<file path="src/rtl/fifo_lzc_unit.sv">
// -----------------------------------------------------------------------------
// fifo_lzc_unit
//
// Storage-and-arbitration primitive for the fetch front-end: a synchronous
// FIFO plus an independent, purely combinational trailing/leading-zero counter.
//
// Parameters:
//   DEPTH        FIFO entries (power of two, >= 2)
//   DATA_WIDTH   FIFO word width
//   FALL_THROUGH 1 = an empty FIFO forwards data_i to data_o combinationally
//   LZC_WIDTH    zero-counter input width (>= 1)
//   LZC_MODE     0 = count trailing zeros, 1 = count leading zeros
//
// Ports:
//   clk_i, rst_ni (async, active-low)     clock / reset
//   flush_i                               synchronous clear of pointers/count
//   testmode_i                            DFT bypass, no functional effect
//   push_i, data_i                        write request and data
//   pop_i                                 consume head entry
//   data_o                                head entry (stale when empty)
//   full_o, empty_o, usage_o              status (usage is count mod DEPTH)
//   lzc_in_i, lzc_cnt_o, lzc_empty_o      zero counter
//
// Optional build macro:
//   FIFO_ASSERT_EN  compiles in simulation assertions for overflow,
//                   underflow and illegal parameters.
// -----------------------------------------------------------------------------
module fifo_lzc_unit #(
    parameter int unsigned DEPTH        = 8,
    parameter int unsigned DATA_WIDTH   = 32,
    parameter int unsigned FALL_THROUGH = 0,
    parameter int unsigned LZC_WIDTH    = 4,
    parameter int unsigned LZC_MODE     = 0
) (
    input  logic                                              clk_i,
    input  logic                                              rst_ni,
    input  logic                                              flush_i,
    input  logic                                              testmode_i,
    input  logic                                              push_i,
    input  logic [DATA_WIDTH-1:0]                             data_i,
    input  logic                                              pop_i,
    output logic [DATA_WIDTH-1:0]                             data_o,
    output logic                                              full_o,
    output logic                                              empty_o,
    output logic [$clog2(DEPTH)-1:0]                          usage_o,
    input  logic [LZC_WIDTH-1:0]                              lzc_in_i,
    output logic [((LZC_WIDTH > 1) ? $clog2(LZC_WIDTH) : 1)-1:0] lzc_cnt_o,
    output logic                                              lzc_empty_o
);

    localparam int unsigned AW  = $clog2(DEPTH);
    localparam int unsigned LCW = (LZC_WIDTH > 1) ? $clog2(LZC_WIDTH) : 1;
    localparam int unsigned P   = 1 << LCW;  // zero-counter input padded to a power of two

    // ------------------------------------------------------------------------
    // FIFO
    // ------------------------------------------------------------------------
    logic [DATA_WIDTH-1:0] r_mem [DEPTH];
    logic [AW-1:0]         r_rptr;
    logic [AW-1:0]         r_wptr;
    logic [AW:0]           r_count;

    logic w_full;
    logic w_empty;
    logic w_bypass;
    logic w_push_acc;
    logic w_pop_acc;
    logic w_unused;

    assign w_unused = testmode_i;

    assign w_full  = (r_count == (AW + 1)'(DEPTH));
    assign w_empty = (r_count == '0);

    // Handshake: a push is accepted when push_i is high and the FIFO is not
    // full; a pop is accepted when pop_i is high and the FIFO is not empty.
    // Requests that are not accepted are dropped without any state change.
    // In fall-through mode an empty FIFO with push and pop together hands the
    // word straight through, so nothing is written.
    assign w_bypass   = (FALL_THROUGH != 0) && w_empty && push_i;
    assign w_push_acc = push_i && !w_full && !(w_bypass && pop_i);
    assign w_pop_acc  = pop_i && !w_empty;

    always_ff @(posedge clk_i or negedge rst_ni) begin
        if (!rst_ni) begin
            r_rptr  <= '0;
            r_wptr  <= '0;
            r_count <= '0;
            for (int i = 0; i < int'(DEPTH); i++) begin
                r_mem[i] <= '0;
            end
        end else if (flush_i) begin
            // Memory is intentionally left untouched on flush.
            r_rptr  <= '0;
            r_wptr  <= '0;
            r_count <= '0;
        end else begin
            if (w_push_acc) begin
                r_mem[r_wptr] <= data_i;
                r_wptr        <= r_wptr + 1'b1;
            end
            if (w_pop_acc) begin
                r_rptr <= r_rptr + 1'b1;
            end
            if (w_push_acc && !w_pop_acc) begin
                r_count <= r_count + 1'b1;
            end else if (w_pop_acc && !w_push_acc) begin
                r_count <= r_count - 1'b1;
            end
        end
    end

    assign data_o  = w_bypass ? data_i : r_mem[r_rptr];
    assign full_o  = w_full;
    assign empty_o = w_empty;
    assign usage_o = r_count[AW-1:0];

    // ------------------------------------------------------------------------
    // Zero counter: both modes reduce to "index of lowest set bit" by bit-
    // reversing the input for leading-zero mode. A binary tree combines pairs
    // of nodes per level; the lower half wins when it has a set bit, otherwise
    // the upper half's index gets this level's bit set.
    // ------------------------------------------------------------------------
    logic [P-1:0]                    w_scan;
    logic [LCW:0][P-1:0]             w_v;
    logic [LCW:0][P-1:0][LCW-1:0]    w_idx;

    always_comb begin
        w_scan = '0;
        for (int i = 0; i < int'(LZC_WIDTH); i++) begin
            w_scan[i] = (LZC_MODE != 0) ? lzc_in_i[int'(LZC_WIDTH) - 1 - i] : lzc_in_i[i];
        end
    end

    always_comb begin
        w_v    = '0;
        w_idx  = '0;
        w_v[0] = w_scan;
        for (int l = 0; l < int'(LCW); l++) begin
            for (int n = 0; n < (int'(P) >> (l + 1)); n++) begin
                w_v[l+1][n]   = w_v[l][2*n] | w_v[l][2*n+1];
                w_idx[l+1][n] = w_v[l][2*n] ? w_idx[l][2*n]
                                            : (w_idx[l][2*n+1] | LCW'(1 << l));
            end
        end
    end

    assign lzc_empty_o = ~w_v[LCW][0];
    assign lzc_cnt_o   = lzc_empty_o ? '0 : w_idx[LCW][0];

`ifdef FIFO_ASSERT_EN
    a_no_overflow: assert property (@(posedge clk_i) disable iff (!rst_ni)
        !(push_i && full_o)) else $error("fifo_lzc_unit: push while full");
    a_no_underflow: assert property (@(posedge clk_i) disable iff (!rst_ni)
        !(pop_i && empty_o)) else $error("fifo_lzc_unit: pop while empty");
    a_depth_legal: assert property (@(posedge clk_i)
        (DEPTH >= 2) && ((DEPTH & (DEPTH - 1)) == 0))
        else $error("fifo_lzc_unit: DEPTH must be a power of two >= 2");
    a_lzc_width_legal: assert property (@(posedge clk_i)
        LZC_WIDTH != 0) else $error("fifo_lzc_unit: LZC_WIDTH must be >= 1");
`endif

endmodule

</file>
<file path="config.mk">
export PLATFORM = sky130hd
export DESIGN_NAME = fifo_lzc_unit
export DESIGN_NICKNAME = d
export VERILOG_FILES = /design/src/rtl/fifo_lzc_unit.sv
export SDC_FILE = /design/constraint.sdc
export NUM_CORES = 1
export LEC_CHECK = 0
export ABC_AREA = 1
export BUFFER_PORTS_ARGS = -buffer_cell sky130_fd_sc_hd__buf_4
export CORE_MARGIN = 2
export CORE_UTILIZATION = 55
export DETAILED_ROUTE_END_ITERATION = 8
export PLACE_DENSITY = 0.73
export SYNTH_ARGS = -nofsm -noshare
export SYNTH_HDL_FRONTEND = slang
export SYNTH_SLANG_ARGS = --single-unit
export TNS_END_PERCENT = 20
</file>
<file path="constraint.sdc">
create_clock -name clk_i -period 3.2 [get_ports clk_i]
set_clock_uncertainty 0.15 [all_clocks]
set_input_delay 0.16 -clock clk_i [delete_from_list [all_inputs] [get_ports clk_i]]
set_output_delay 0.16 -clock clk_i [all_outputs]
set_load 0.05 [all_outputs]
</file>
==> impl_metrics.json <==
{
  "status": "complete, no violations",
  "h-tree-depth": 1,
  "critPathRequiredTime_ps": 2890,
  "synth-edff-count": 0,
  "viasPerCell": 5.65,
  "grt_first_pass_wirelength_mm": 49.4,
  "cp.arrival_ps": 2700,
  "yosys_register_bits": 266,
  "place_hpwl_mm": 16.7,
  "setup_viol": 0,
  "cts_root_buf": "clkbuf_16",
  "p_clk_frac": 0.248,
  "cts_buffer_depth": 3,
  "grt_pass1_vias": 9591,
  "drt_iter0_drc": 997,
  "path_buf_inv": 3,
  "swShare": 0.402,
  "io_buffer_count": 80,
  "place_inst": 1699,
  "peakVddDrop_mv": 0.706,
  "grt_overflow": 0,
  "synthArstFlopShare": 1.00,
  "clock_latency_ps": 530,
  "start_util": 0.555,
  "synthFlopType": "dfrtp_1",
  "critPathMaxStageDelay_ps": 590,
  "layout-drive-gt1-share": 0.145,
  "cts_resized": 0,
  "worst-slew-pin-transition_ps": 1060,
  "track_usage": 0.253,
  "synth_most_common_cell": "nand2_1",
  "layout.nets": 1529,
  "antenna_found_initial": 0,
  "yosysWarnings": 0,
  "synth.net_count": 1462,
  "synth_top_area_cell": "dfrtp_1",
  "cts_tree": "done",
  "critPathSlowestCell": "dfrtp_2",
  "syn_to_final_growth_pct": 14.9,
  "p_per_area_nw_per_um2": 929,
  "combPwrFrac": 0.396,
  "grt_max_degree": 130,
  "fp.dieH_um": 155,
  "crit_family": "buffers and inverters",
  "drc_errors": 0,
  "vias": 10100,
  "dp_slack_ps": 615,
  "critPathKind": "reg2out",
  "synth_top_area_share": 0.534,
  "crit_fanout": 30,
  "syn_inst": 1415,
  "yosys-top-cells-count": "274 x nand2_1, 266 x dfrtp_1, 230 x nor2_1",
  "max_slew_margin": 0.294,
  "finalSetupTns_ps": 0,
  "seq_power_share": 0.357,
  "numCtsBuffers": 28,
  "drtAntennaViolNets": 0,
  "avgRoutedWirePerCell_um": 16.7,
  "wirelength_mm": 29.9,
  "core-area_um2": 22400,
  "finalCritPeriodShare": 0.939,
  "dieArea_um2": 23900,
  "cts_sinks": 266,
  "yosysSeqAreaShare": 0.534,
  "critPathCaptureType": "primary output",
  "switching_power_uw": 5340,
  "diodes": 0,
  "max_freq_mhz": 333,
  "syn_area_per_cell_um2": 8.81,
  "worst_slack_ps": 194,
  "clk_pin_slew_ps": 60,
  "hp-class": "in2async",
  "slew_violations": 0,
  "maxCapViolations": 0,
  "synthTopCellsByArea": "dfrtp_1 53%, o21ai_1 8.3%, nand2_1 8.3%, nor2_1 6.9%, o21ai_0 5.4%",
  "io_pins": 82,
  "die_w_um": 155,
  "intPower_uw": 7960,
  "startpoint_type": "register",
  "stdcell_count": 1787,
  "period_needed_ps": 3010,
  "drt-pass1-iter-count": 5,
  "cp_cell_sequence": "inv_2, buf_12, o21ai_0, o22ai_1, nor2_1, a31oi_1, buf_4",
  "leakagePower_uw": 0.00671,
  "grt_setup_unrepaired": "false",
  "std_cell_rows": 55,
  "place_congestion": 0.774,
  "hold_viol": 0,
  "netlist-cell-type-count": 30,
  "synthesis.area_um2": 12500
}
[kinds of logic (layout without fill, tap and decap cells)]
family	after synthesis	count (layout)	share of synthesized area
adder cells (fa/ha/maj)	5	5	0.00562
XOR/XNOR	1	1	0.000703
AO/OA/AOI/OAI	464	464	0.208
flip-flops	266	266	0.534
buffers and inverters	152	239	0.0769
AND/OR/NAND/NOR	527	527	0.174
[registers in the layout, indices dropped and copies added, names as in the netlist]
| register | count |
|---|---|
| r_count | 4 |
| r_mem | 256 |
| r_rptr | 3 |
| r_wptr | 3 |
[worst reg2reg max path, cell delays in order (launching register included)]
cell and delay [ps]:
dfrtp_1 430, inv_2 90, nor2_2 50, nand2_4 80, nand2_4 80, nor2_8 270
nand4_4 850, o21ai_1 450
[placed cells by master, fill, tap and decap left out, drive strengths merged]
cell	count
clkinv	6
dlygate4sd3	37
dfrtp	266
xnor2	1
o22ai	32
nand4	8
nand2	276
ha	4
clkbuf	43
nor3	1
inv	45
a21oi	7
o21ai	390
buf	104
clkinvlp	2
nor2	233
a31oi	32
or2	1
nand3	7
a211oi	2
nand3b	1
o21a	1
bufinv	2
fa	1
[power by group through the flow]
stage                     sequential, uW  clock (uW)  combinational [uW]
after global routing                4850        3470                5790
after floorplan                     4620           0                3920
final                               4740        3290                5260
after global placement              4740           0                5130
after CTS                           4730        3340                5280
after detailed placement            4780           0                5210
[metal layers]
layer / up-vias / GRT usage / share of wire / wire length, um
met3: 34 / 0.0294 / 0.060 / 1780
met5: - / 0 / 0 / 0
met2: 308 / 0.411 / 0.46 / 13900
met4: 0 / 0.0586 / 0.013 / 400
li1: 4880 / - / - / -
met1: 4869 / 0.370 / 0.46 / 13800
[worst paths after layout]
| kind | to | cells past startpoint | startpoint | slack [ps] |
|---|---|---|---|---|
| worst min-delay path | r_count[2] | 3 | rst_ni | 70 |
| max in group asynchronous | r_mem[71] | 3 | rst_ni | 2250 |
| min in group clk_i | r_mem[141] | 2 | r_mem[141] | 320 |
| worst max-delay path | data_o[11] | 7 | r_rptr[1] | 190 |
| worst min register to register | r_mem[141] | 2 | r_mem[141] | 320 |
| worst max register to register | r_mem[119] | 7 | r_count[3] | 640 |
[layout make-up]
cell class              count  area (um^2)
inverters                  48          181
multi-input cells         997         4850
repair buffers            141         1320
fillers                  1913         8120
clock buffers              43          847
clock inverters             7          101
well taps                 285          357
flip-flops and latches    266         6660
[through the flow]
step / util / hold slack (ps) / instance area, um^2 / power, uW
floorplan: - / -286 / 12500 / 8540
global placement: 0.578 / -74.8 / 13000 / 9870
detailed placement: 0.578 / -75.9 / 13000 / 9990
CTS: 0.638 / 76.3 / 14300 / 13300
global route: 0.638 / 111 / 14300 / 14100
finish: 0.638 / 72.4 / 14300 / 13300
[timing repair]
action / in CTS / in global routing
buffers inserted: 0 / 0
hold buffers: 38 / 0
hold endpoints to repair: 532 / 0
No activity file was read; power rests on OpenSTA's default activity.
